<file path="src/rtl/spi_master_sel_ctrl_pkg.sv">
// Shared definitions for the PFR SPI master-select controller.
//
// Contents:
//   sel_state_e    - per-channel ownership FSM states
//   chan_out_t     - per-state mux/reset/grant output bundle
//   Def*           - default timing parameter values (in clock cycles)
//   BMC, PCH       - channel index constants used by the arbiter
//   cnt_width()    - width of a counter able to hold the largest timing parameter
//   chan_outputs() - output decode for a given FSM state
package spi_master_sel_ctrl_pkg;

  // Default timing, all in iClk cycles.
  localparam int unsigned DefIdleCyc    = 8;
  localparam int unsigned DefRstHoldCyc = 16;
  localparam int unsigned DefGuardCyc   = 4;
  localparam int unsigned DefTimeoutCyc = 1024;

  // Channel indices into the arbiter vectors.
  localparam int unsigned BMC = 0;
  localparam int unsigned PCH = 1;

  typedef enum logic [2:0] {
    StHost     = 3'd0,
    StWaitIdle = 3'd1,
    StRstHold  = 3'd2,
    StSwitch   = 3'd3,
    StOwn      = 3'd4,
    StReturn   = 3'd5
  } sel_state_e;

  typedef struct packed {
    logic sel;    // 1: PFR drives the flash
    logic rst_n;  // flash reset, active low
    logic gnt;    // PFR owns the flash and the mux is settled
  } chan_out_t;

  // One counter width covers every timed state, so size it to the largest parameter.
  function automatic int unsigned cnt_width(input int unsigned a, input int unsigned b,
                                            input int unsigned c, input int unsigned d);
    int unsigned m;
    m = a;
    if (b > m) m = b;
    if (c > m) m = c;
    if (d > m) m = d;
    return $clog2(m + 1);
  endfunction

  function automatic chan_out_t chan_outputs(input sel_state_e st);
    chan_out_t o;
    o.sel   = 1'b0;
    o.rst_n = 1'b1;
    o.gnt   = 1'b0;
    case (st)
      StRstHold: begin
        o.rst_n = 1'b0;
      end
      StSwitch: begin
        o.sel   = 1'b1;
        o.rst_n = 1'b0;
      end
      StOwn: begin
        o.sel = 1'b1;
        o.gnt = 1'b1;
      end
      StReturn: begin
        o.rst_n = 1'b0;
      end
      default: ;  // StHost, StWaitIdle: host owns the flash, reset released
    endcase
    return o;
  endfunction

endpackage

</file>
<file path="src/rtl/spi_master_sel_ctrl_chan_fsm.sv">
// One flash channel of the master-select controller: host chip-select synchronizer,
// ownership FSM and its timing counters.
//
// Ports:
//   clk_i      - clock
//   rst_i      - asynchronous active-high reset
//   bypass_i   - force the channel back to host ownership on the next edge
//   req_i      - PFR request for this flash (level)
//   start_i    - one-cycle pulse from the arbiter: this channel won arbitration
//   cs_n_i     - host chip select, asynchronous to clk_i
//   state_o    - current FSM state (used by the arbiter)
//   sel_o      - mux select, 1 = PFR drives the flash
//   rst_n_o    - flash reset, active low
//   gnt_o      - PFR owns the flash and the mux is settled
//   timeout_o  - one-cycle pulse: switch forced while the host CS was still busy
module spi_sel_chan_fsm
  import spi_master_sel_ctrl_pkg::*;
#(
  parameter int unsigned IdleCyc    = DefIdleCyc,
  parameter int unsigned RstHoldCyc = DefRstHoldCyc,
  parameter int unsigned GuardCyc   = DefGuardCyc,
  parameter int unsigned TimeoutCyc = DefTimeoutCyc
) (
  input  logic       clk_i,
  input  logic       rst_i,
  input  logic       bypass_i,
  input  logic       req_i,
  input  logic       start_i,
  input  logic       cs_n_i,
  output sel_state_e state_o,
  output logic       sel_o,
  output logic       rst_n_o,
  output logic       gnt_o,
  output logic       timeout_o
);

  localparam int unsigned CntW = cnt_width(IdleCyc, RstHoldCyc, GuardCyc, TimeoutCyc);

  localparam logic [CntW-1:0] IdleLast    = CntW'(IdleCyc - 1);
  localparam logic [CntW-1:0] RstHoldLast = CntW'(RstHoldCyc - 1);
  localparam logic [CntW-1:0] GuardLast   = CntW'(GuardCyc - 1);
  localparam logic [CntW-1:0] TimeoutLast = CntW'(TimeoutCyc - 1);

  sel_state_e      state_q, state_d;
  logic [CntW-1:0] cnt_q, cnt_d;     // cycles spent in the current state
  logic [CntW-1:0] idle_q, idle_d;   // consecutive synced CS_N-high cycles in StWaitIdle
  logic [1:0]      sync_q, sync_d;   // CS_N synchronizer, [1] is the usable copy
  logic            abort_q, abort_d; // request dropped at some point during StSwitch
  logic            timeout_q, timeout_d;

  logic            cs_idle;
  logic [CntW-1:0] cnt_inc, idle_inc;
  chan_out_t       outs;

  assign cs_idle = sync_q[1];

  // Saturating increments so a stalled count can never wrap into a false match.
  assign cnt_inc  = (cnt_q == '1) ? cnt_q : cnt_q + 1'b1;
  assign idle_inc = (idle_q == '1) ? idle_q : idle_q + 1'b1;

  always_comb begin
    sync_d = {sync_q[0], cs_n_i};
  end

  always_comb begin
    state_d   = state_q;
    cnt_d     = cnt_inc;
    idle_d    = idle_q;
    abort_d   = abort_q;
    timeout_d = 1'b0;

    unique case (state_q)
      StHost: begin
        if (start_i && req_i) state_d = StWaitIdle;
      end
      StWaitIdle: begin
        idle_d = cs_idle ? idle_inc : '0;
        if (!req_i) begin
          state_d = StHost;
        end else if (cs_idle && (idle_q == IdleLast)) begin
          state_d = StRstHold;
        end else if (cnt_q == TimeoutLast) begin
          // Host never went quiet long enough; take the flash anyway and flag it.
          state_d   = StRstHold;
          timeout_d = 1'b1;
        end
      end
      StRstHold: begin
        if (cnt_q == RstHoldLast) state_d = StSwitch;
      end
      StSwitch: begin
        if (!req_i) abort_d = 1'b1;
        // A drop anywhere in the guard window cancels the grant, even if req returns.
        if (cnt_q == GuardLast) state_d = (req_i && !abort_q) ? StOwn : StReturn;
      end
      StOwn: begin
        if (!req_i) state_d = StReturn;
      end
      StReturn: begin
        if (cnt_q == RstHoldLast) state_d = StHost;
      end
      default: begin
        state_d = StHost;
      end
    endcase

    if (bypass_i) begin
      state_d   = StHost;
      timeout_d = 1'b0;
    end

    // Every state entry starts its timing from zero.
    if (state_d != state_q) begin
      cnt_d   = '0;
      idle_d  = '0;
      abort_d = 1'b0;
    end
  end

  always_ff @(posedge clk_i or posedge rst_i) begin
    if (rst_i) begin
      state_q   <= StHost;
      cnt_q     <= '0;
      idle_q    <= '0;
      sync_q    <= 2'b11;
      abort_q   <= 1'b0;
      timeout_q <= 1'b0;
    end else begin
      state_q   <= state_d;
      cnt_q     <= cnt_d;
      idle_q    <= idle_d;
      sync_q    <= sync_d;
      abort_q   <= abort_d;
      timeout_q <= timeout_d;
    end
  end

  // Outputs decode straight from the state flops so reset reaches them asynchronously.
  assign outs      = chan_outputs(state_q);
  assign state_o   = state_q;
  assign sel_o     = outs.sel;
  assign rst_n_o   = outs.rst_n;
  assign gnt_o     = outs.gnt;
  assign timeout_o = timeout_q;

endmodule

</file>
<file path="src/rtl/spi_master_sel_ctrl.sv">
// PFR SPI master-select controller for the BMC and PCH boot flashes.
// Two channel FSMs hand each flash between the host and the PFR engine; a round-robin
// arbiter here lets only one channel leave host ownership at a time.
//
// Ports:
//   iClk, iRst                    - clock, asynchronous active-high reset
//   iBypass                       - force host ownership of both flashes
//   iReqBmc, iReqPch              - PFR requests (level)
//   SPI_BMC_BOOT_CS_N             - BMC host chip select (asynchronous)
//   SPI_PCH_BMC_PFR_CS0_N         - PCH host chip select (asynchronous)
//   oGntBmc, oGntPch              - PFR owns the flash and the mux is settled
//   FM_SPI_PFR_BMC_BT_MASTER_SEL  - BMC flash mux, 1 = PFR
//   FM_SPI_PFR_PCH_MASTER_SEL     - PCH flash mux, 1 = PFR
//   RST_SPI_PFR_BMC_BOOT_N        - BMC flash reset, active low
//   RST_SPI_PFR_PCH_N             - PCH flash reset, active low
//   oTimeout                      - one-cycle pulse when a switch is forced on a busy CS
module spi_master_sel_ctrl
  import spi_master_sel_ctrl_pkg::*;
#(
  parameter int unsigned IDLE_CYC     = DefIdleCyc,
  parameter int unsigned RST_HOLD_CYC = DefRstHoldCyc,
  parameter int unsigned GUARD_CYC    = DefGuardCyc,
  parameter int unsigned TIMEOUT_CYC  = DefTimeoutCyc
) (
  input  logic iClk,
  input  logic iRst,
  input  logic iBypass,
  input  logic iReqBmc,
  input  logic iReqPch,
  input  logic SPI_BMC_BOOT_CS_N,
  input  logic SPI_PCH_BMC_PFR_CS0_N,
  output logic oGntBmc,
  output logic oGntPch,
  output logic FM_SPI_PFR_BMC_BT_MASTER_SEL,
  output logic FM_SPI_PFR_PCH_MASTER_SEL,
  output logic RST_SPI_PFR_BMC_BOOT_N,
  output logic RST_SPI_PFR_PCH_N,
  output logic oTimeout
);

  sel_state_e state_bmc, state_pch;
  logic       tmo_bmc, tmo_pch;
  logic [1:0] start_q, start_d;  // one-cycle win pulse per channel
  logic       ptr_q, ptr_d;      // round-robin: channel preferred on a tie
  logic       both_host;

  assign both_host = (state_bmc == StHost) && (state_pch == StHost);

  // A new winner is picked only with both channels home and no win still in flight,
  // which keeps at most one channel outside StHost.
  always_comb begin
    start_d = 2'b00;
    ptr_d   = ptr_q;
    if (!iBypass && both_host && (start_q == 2'b00)) begin
      if (iReqBmc && (!iReqPch || (ptr_q == 1'(BMC)))) begin
        start_d[BMC] = 1'b1;
        ptr_d        = 1'(PCH);
      end else if (iReqPch) begin
        start_d[PCH] = 1'b1;
        ptr_d        = 1'(BMC);
      end
    end
  end

  always_ff @(posedge iClk or posedge iRst) begin
    if (iRst) begin
      start_q <= 2'b00;
      ptr_q   <= 1'(BMC);
    end else begin
      start_q <= start_d;
      ptr_q   <= ptr_d;
    end
  end

  spi_sel_chan_fsm #(
    .IdleCyc   (IDLE_CYC),
    .RstHoldCyc(RST_HOLD_CYC),
    .GuardCyc  (GUARD_CYC),
    .TimeoutCyc(TIMEOUT_CYC)
  ) u_chan_bmc (
    .clk_i    (iClk),
    .rst_i    (iRst),
    .bypass_i (iBypass),
    .req_i    (iReqBmc),
    .start_i  (start_q[BMC]),
    .cs_n_i   (SPI_BMC_BOOT_CS_N),
    .state_o  (state_bmc),
    .sel_o    (FM_SPI_PFR_BMC_BT_MASTER_SEL),
    .rst_n_o  (RST_SPI_PFR_BMC_BOOT_N),
    .gnt_o    (oGntBmc),
    .timeout_o(tmo_bmc)
  );

  spi_sel_chan_fsm #(
    .IdleCyc   (IDLE_CYC),
    .RstHoldCyc(RST_HOLD_CYC),
    .GuardCyc  (GUARD_CYC),
    .TimeoutCyc(TIMEOUT_CYC)
  ) u_chan_pch (
    .clk_i    (iClk),
    .rst_i    (iRst),
    .bypass_i (iBypass),
    .req_i    (iReqPch),
    .start_i  (start_q[PCH]),
    .cs_n_i   (SPI_PCH_BMC_PFR_CS0_N),
    .state_o  (state_pch),
    .sel_o    (FM_SPI_PFR_PCH_MASTER_SEL),
    .rst_n_o  (RST_SPI_PFR_PCH_N),
    .gnt_o    (oGntPch),
    .timeout_o(tmo_pch)
  );

  // Only one channel can be in StWaitIdle at a time, so the OR never merges two pulses.
  assign oTimeout = tmo_bmc | tmo_pch;

endmodule

</file>
<file path="config.mk">
export PLATFORM = sky130hd
export DESIGN_NAME = spi_master_sel_ctrl
export DESIGN_NICKNAME = d
export VERILOG_FILES = /design/src/rtl/spi_master_sel_ctrl_pkg.sv /design/src/rtl/spi_master_sel_ctrl_chan_fsm.sv /design/src/rtl/spi_master_sel_ctrl.sv
export SDC_FILE = /design/constraint.sdc
export NUM_CORES = 1
export LEC_CHECK = 0
export BUFFER_PORTS_ARGS = -buffer_cell sky130_fd_sc_hd__buf_2
export CAP_MARGIN = 0
export CORE_MARGIN = 3
export CORE_UTILIZATION = 30
export DETAILED_ROUTE_END_ITERATION = 6
export SETUP_SLACK_MARGIN = 0.5
export SYNTH_ARGS = -nofsm -noshare
export SYNTH_HDL_FRONTEND = slang
export SYNTH_SLANG_ARGS = --single-unit
</file>
<file path="constraint.sdc">
create_clock -name iClk -period 5.95 [get_ports iClk]
set_clock_uncertainty 0.05 [all_clocks]
set_input_delay 0.8925 -clock iClk [delete_from_list [all_inputs] [get_ports iClk]]
set_output_delay 0.8925 -clock iClk [all_outputs]
set_load 0.1 [all_outputs]
</file>
# After elaboration in Yosys (flattened, before gate mapping)
# Index checks and enable logic that the tools add are counted.
# totals
input_bits,7
output_inout_bits,7
register_bits,61
word_cells,144
# op_classes
reduce_logical,32
eq_ne,30
bitwise,2
n_addsub,4
n_mux,62
# op_table
op,count
two-way mux 11 bit,12
two-way mux 3 bit,18
"adder 11 x 1 -> 11 bit, second input constant",4
"equality test 11 bit, second input constant",4
case mux 3 bit (6 select lines),2
two-way mux 1 bit,29
"equality test 11 x 10 -> 1 bit, second input constant",2
"equality test 11 x 2 -> 1 bit, second input constant",2
"equality test 11 x 3 -> 1 bit, second input constant",2
"equality test 11 x 4 -> 1 bit, second input constant",2
"equality test 3 x 2 -> 1 bit, second input constant",4
"equality test 3 bit, second input constant",4
logical AND 1 bit,10
AND reduction 2 bit,5
nonzero test 2 bit,5
"equality test 3 x 1 -> 1 bit, second input constant",2
logical NOT 3 bit,2
inequality test 3 bit,2
"inequality test 3 bit, second input constant",2
OR reduction 3 bit,2
logical NOT 1 bit,4
"inequality test 2 x 1 -> 1 bit, second input constant",2
"inequality test 2 bit, second input constant",2
OR reduction 2 bit,2
other kinds (5),5

# Logic depth before layout (Yosys ltp)
# logic_depth
depth_word,9
mapped_depth,8
depth_no_buf,7

# Hierarchy
# A second synthesis with hierarchy kept.
# hier_totals
hier_cells,413
area_unflattened_um2,3813.7
# by_module_without_submodules
mod,cells_per_inst,n_inst,seq_area_each_um2,area_per_inst_um2
spi_sel_chan_fsm,199,2,728.2,1826.8
spi_master_sel_ctrl,15,1,75.1,160.2

# Worst setup path after synthesis
# No wires, ideal clock.
# synth_timing
kind,register -> output
from,register u_chan_bmc.state_q[1] (netlist: u_chan_bmc.state_o[1])
to,output port FM_SPI_PFR_BMC_BT_MASTER_SEL
path_stages_with_launch,4
arrival_ns,2.809
required_ns,5.008
setup_slack_ns,2.198
n_path_buf,1
path_cell_list,dfrtp_1 buf_2 nand2b_1 o21ai_0
# synth_via
elab_chain_len,3
word_cells_on_any_way,4
classes_between,2 x eq/ne; 1 x mux; 1 x reduce/logical
# synth_lines
item,line,text
from (decl),spi_master_sel_ctrl_chan_fsm.sv:44,"sel_state_e state_q, state_d;"
from (signal assigned),spi_master_sel_ctrl_chan_fsm.sv:122,state_q <= StHost;
from (signal assigned),spi_master_sel_ctrl_chan_fsm.sv:129,state_q <= state_d;
equality test 3 x 2 -> 1 bit / equality test 3 bit (equally long branches),spi_master_sel_ctrl_pkg.sv:53,case (st)
OR reduction 2 bit (no source line) (*),--,
two-way mux 1 bit (*),spi_master_sel_ctrl_pkg.sv:53,
to (decl),spi_master_sel_ctrl.sv:34,"output logic FM_SPI_PFR_BMC_BT_MASTER_SEL,"
# Mark *: on every way between the ends. The rest lies on a longest branch, timed or not.

# Worst setup path after layout
# layout_timing
from,register u_chan_pch.cnt_q[0]
to,register u_chan_pch.cnt_q[4]
# layout_via
elab_chain_len,8
word_cells_on_any_way,17
classes_between,1 x add/sub; 6 x eq/ne; 10 x mux
# layout_lines
item,line,text
from (decl),spi_master_sel_ctrl_chan_fsm.sv:45,"logic [CntW-1:0] cnt_q, cnt_d;"
from (signal assigned),spi_master_sel_ctrl_chan_fsm.sv:130,cnt_q <= cnt_d;
equality test 11 x 10 -> 1 bit,spi_master_sel_ctrl_chan_fsm.sv:82,end else if (cnt_q == TimeoutLast) begin
two-way mux 3 bit,spi_master_sel_ctrl_chan_fsm.sv:82,
two-way mux 3 bit,spi_master_sel_ctrl_chan_fsm.sv:80,end else if (cs_idle && (idle_q == IdleLast)) begin
two-way mux 3 bit,spi_master_sel_ctrl_chan_fsm.sv:78,if (!req_i) begin
case mux 3 bit (6 select lines),spi_master_sel_ctrl_chan_fsm.sv:72,unique case (state_q)
two-way mux 3 bit,spi_master_sel_ctrl_chan_fsm.sv:107,if (bypass_i) begin
inequality test 3 bit,spi_master_sel_ctrl_chan_fsm.sv:113,if (state_d != state_q) begin
inequality test 2 bit (no source line) / two-way mux 11 bit (equally long branches),--,
# Parallel ways exist; a longest one is shown, timed or not. The select of a mux whose other input is x is not followed.
# A chain may end at the register's enable or synchronous reset.

==> impl_metrics.env <==
export IMPL_outcome="completed"
export IMPL_path_max_fanout=21
export IMPL_avgViaCountPerCell=5.37
export IMPL_cp_arrival_ns=3.13
export IMPL_die_area_um2=13300
export IMPL_grt_first_pass_wirelength_mm=14.0
export IMPL_reg2reg_depth=7
export IMPL_post_route_util=0.351
export IMPL_reg2reg_slack_ns=2.94
export IMPL_slowest_stage="a2111o_1"
export IMPL_initial_core_util=0.311
export IMPL_grt_overflow=0
export IMPL_max_slew_worst_pin_slew_ns=0.822
export IMPL_drive_gt1_frac=0.122
export IMPL_fp_row_count=39
export IMPL_startpoint_type="flop"
export IMPL_h_tree_depth=3
export IMPL_syn_num_nets=425
export IMPL_synth_commonest_cells="57 x dfrtp_1, 49 x nand2_1, 38 x nor2_1"
export IMPL_period_needed_ns=3.01
export IMPL_area_growth_pct=12.8
export IMPL_antenna_found_initial=0
export IMPL_drtIter0Drc=249
export IMPL_p_per_area_nw_per_um2=331
export IMPL_hold_path_class="flop to flop"
export IMPL_leakagePower_nw=1.69
export IMPL_drt_pass1_iterations=5
export IMPL_required_ns=6.07
export IMPL_synth_edf_count=0
export IMPL_syn_avg_cell_area_um2=8.69
export IMPL_cp_end_kind="flop"
export IMPL_crit_path_max_incr_delay_ns=0.73
export IMPL_fillers=1194
export IMPL_cap_violations=0
export IMPL_root_buffer="clkbuf_16"
export IMPL_synth_flop_cell="dfrtp_1"
export IMPL_grt_max_degree=62
export IMPL_clock_path_buffers=2
export IMPL_hold_violations=0
export IMPL_detail_route_antenna_nets=0
export IMPL_multi_input_area_um2=1950
export IMPL_yosysWarnings=0
export IMPL_cts_num_sinks=61
export IMPL_via_count=3050
export IMPL_wl_mm=8.07
export IMPL_synth_seq_cells=61
export IMPL_finalSetupViolCount=0
export IMPL_dpl_hpwl_mm=5.46
export IMPL_clock_fmax_mhz=332
export IMPL_cts_resized=0
export IMPL_nets=431
export IMPL_period_share=0.506
export IMPL_grt_setup_unrepaired="false"
export IMPL_power_mw=1.34
export IMPL_ir_drop_mv=0.121
export IMPL_synth_top_cell_by_area="dfrtp_1"
export IMPL_ioPinCount=14
export IMPL_synth_area_um2=3600
export IMPL_die_h_um=116
export IMPL_first_global_vias=2921
export IMPL_n_antenna_cell=0
export IMPL_core_um2=11600
export IMPL_fin_setup_tns_ns=0
export IMPL_synth_most_common_cell="dfrtp_1"
export IMPL_yosysSeqAreaShare=0.426
export IMPL_crit_type="flop to flop"
export IMPL_path_clk_slew_ns=0.06
export IMPL_cts_buffers=9
export IMPL_wl_per_cell_um=14.2
export IMPL_cts_hold_repair_buffers=0
export IMPL_drc_errors=0
export IMPL_cts_tree="yes"
export IMPL_path_cells="ha_1 -> nand3_2 -> or4_1 -> a21o_1 -> o31ai_1 -> a2111o_1 -> nor3_1"
export IMPL_portBuffers=13
export IMPL_synth_cell_types=59
export IMPL_gp_congestion=0.814
export IMPL_netlist_area_leader_share=0.396
export IMPL_post_cts_buffers=0
export IMPL_track_usage=0.129
export IMPL_slew_violations=0
export IMPL_syn_inst=414
export IMPL_synth_area_top_cells="dfrtp_1 40%, nand2_1 5.1%, nor3_1 4.9%"
export IMPL_die_x_um=116
export IMPL_async_flop_share=1.00
export IMPL_hold_depth=0
export IMPL_clock_latency_ns=0.32
export IMPL_slew_headroom=0.452
export IMPL_ff_latch_area_um2=1530
[kinds of logic (layout without fill, tap and decap cells)]
group	after synthesis	in the layout	share of synthesized area
compound gates	71	71	0.128
xor+xnor	16	16	0.0389
fa+ha+maj	5	5	0.0167
buf+inv	27	38	0.0348
flops	61	61	0.426
mux	5	5	0.0143
simple gates	229	229	0.341
[metal layers]
metal | GRT usage | wire (µm)
met1 | 0.174 | 3990
met2 | 0.205 | 3830
met3 | 0.0298 | 205
met4 | 0.0399 | 44
met5 | 0 | 0
[power breakdown]
group          internal, mW  switching, mW  leakage [nW]
registers             0.484         0.0977         0.809
clock network         0.334          0.186         0.143
logic                 0.105          0.136         0.734
[final cells by class]
cell class	count	share of cell area
Tap cell	143	0.0441
Clock buffer	12	0.0607
Timing Repair Buffer	15	0.0197
Inverter	7	0.00648
Multi-Input combinational cell	326	0.480
Clock inverter	4	0.0117
Sequential cell	61	0.377
[critical path, delay by kind of cell (launching register included)]
family	cells	cell delay (ns)
AND/OR/NAND/NOR	3	0.81
flip-flops	1	0.40
AO/OA/AOI/OAI	3	1.30
adder cells (fa/ha/maj)	1	0.30
[path summary, 6_finish.rpt]
check,from,endpoint
worst max-delay path,u_chan_pch.cnt_q[0]$_DFFE_PP0P_,u_chan_pch.cnt_q[4]$_DFFE_PP0P_
worst min-delay path,u_chan_pch.sync_q[0]$_DFF_PP1_,u_chan_pch.sync_q[1]$_DFF_PP1_
worst max register to register,u_chan_pch.cnt_q[0]$_DFFE_PP0P_,u_chan_pch.cnt_q[4]$_DFFE_PP0P_
worst min register to register,u_chan_pch.sync_q[0]$_DFF_PP1_,u_chan_pch.sync_q[1]$_DFF_PP1_
max in group asynchronous,iRst,u_chan_pch.idle_q[7]$_DFFE_PP0P_
min in group asynchronous,iRst,u_chan_bmc.state_o[0]$_DFF_PP0_
[cells in the final DEF (no fill, tap or decap), drive strengths merged, types with 5 or more instances in the layout]
| cell | n |
|---|---|
| dfrtp | 57 |
| nand2 | 49 |
| nor2 | 38 |
| nor3 | 38 |
| a21oi | 30 |
| nand3 | 23 |
| buf | 15 |
| nor4 | 14 |
| and3 | 13 |
| clkbuf | 12 |
| xor2 | 11 |
| o21ai | 9 |
| nand4 | 8 |
| inv | 7 |
| or2 | 6 |
| nor4b | 5 |
| nand2b | 5 |
| and4 | 5 |
| xnor2 | 5 |
| a31oi | 5 |
[state kept, by name, indices dropped and copies added, names as in the netlist, 3 cells and up]
register            flops
u_chan_bmc.cnt_q       11
u_chan_bmc.idle_q      11
u_chan_pch.cnt_q       11
u_chan_pch.idle_q      11
u_chan_bmc.state_o      3
u_chan_pch.state_o      3
[stage by stage]
stage          setup slack [ns]  instance area [µm²]  hold slack, ns  std cells
3_5_place_dp               2.77                 3760           0.297        552
4_1_cts                    2.94                 4060           0.305        568
2_1_floorplan              2.20                 3600           0.295        414
6_report                   2.94                 4060           0.303        568
5_1_grt                    2.69                 4060           0.306        568
3_3_place_gp               2.86                 3760           0.296        552
No activity file was read; power rests on OpenSTA's default activity.
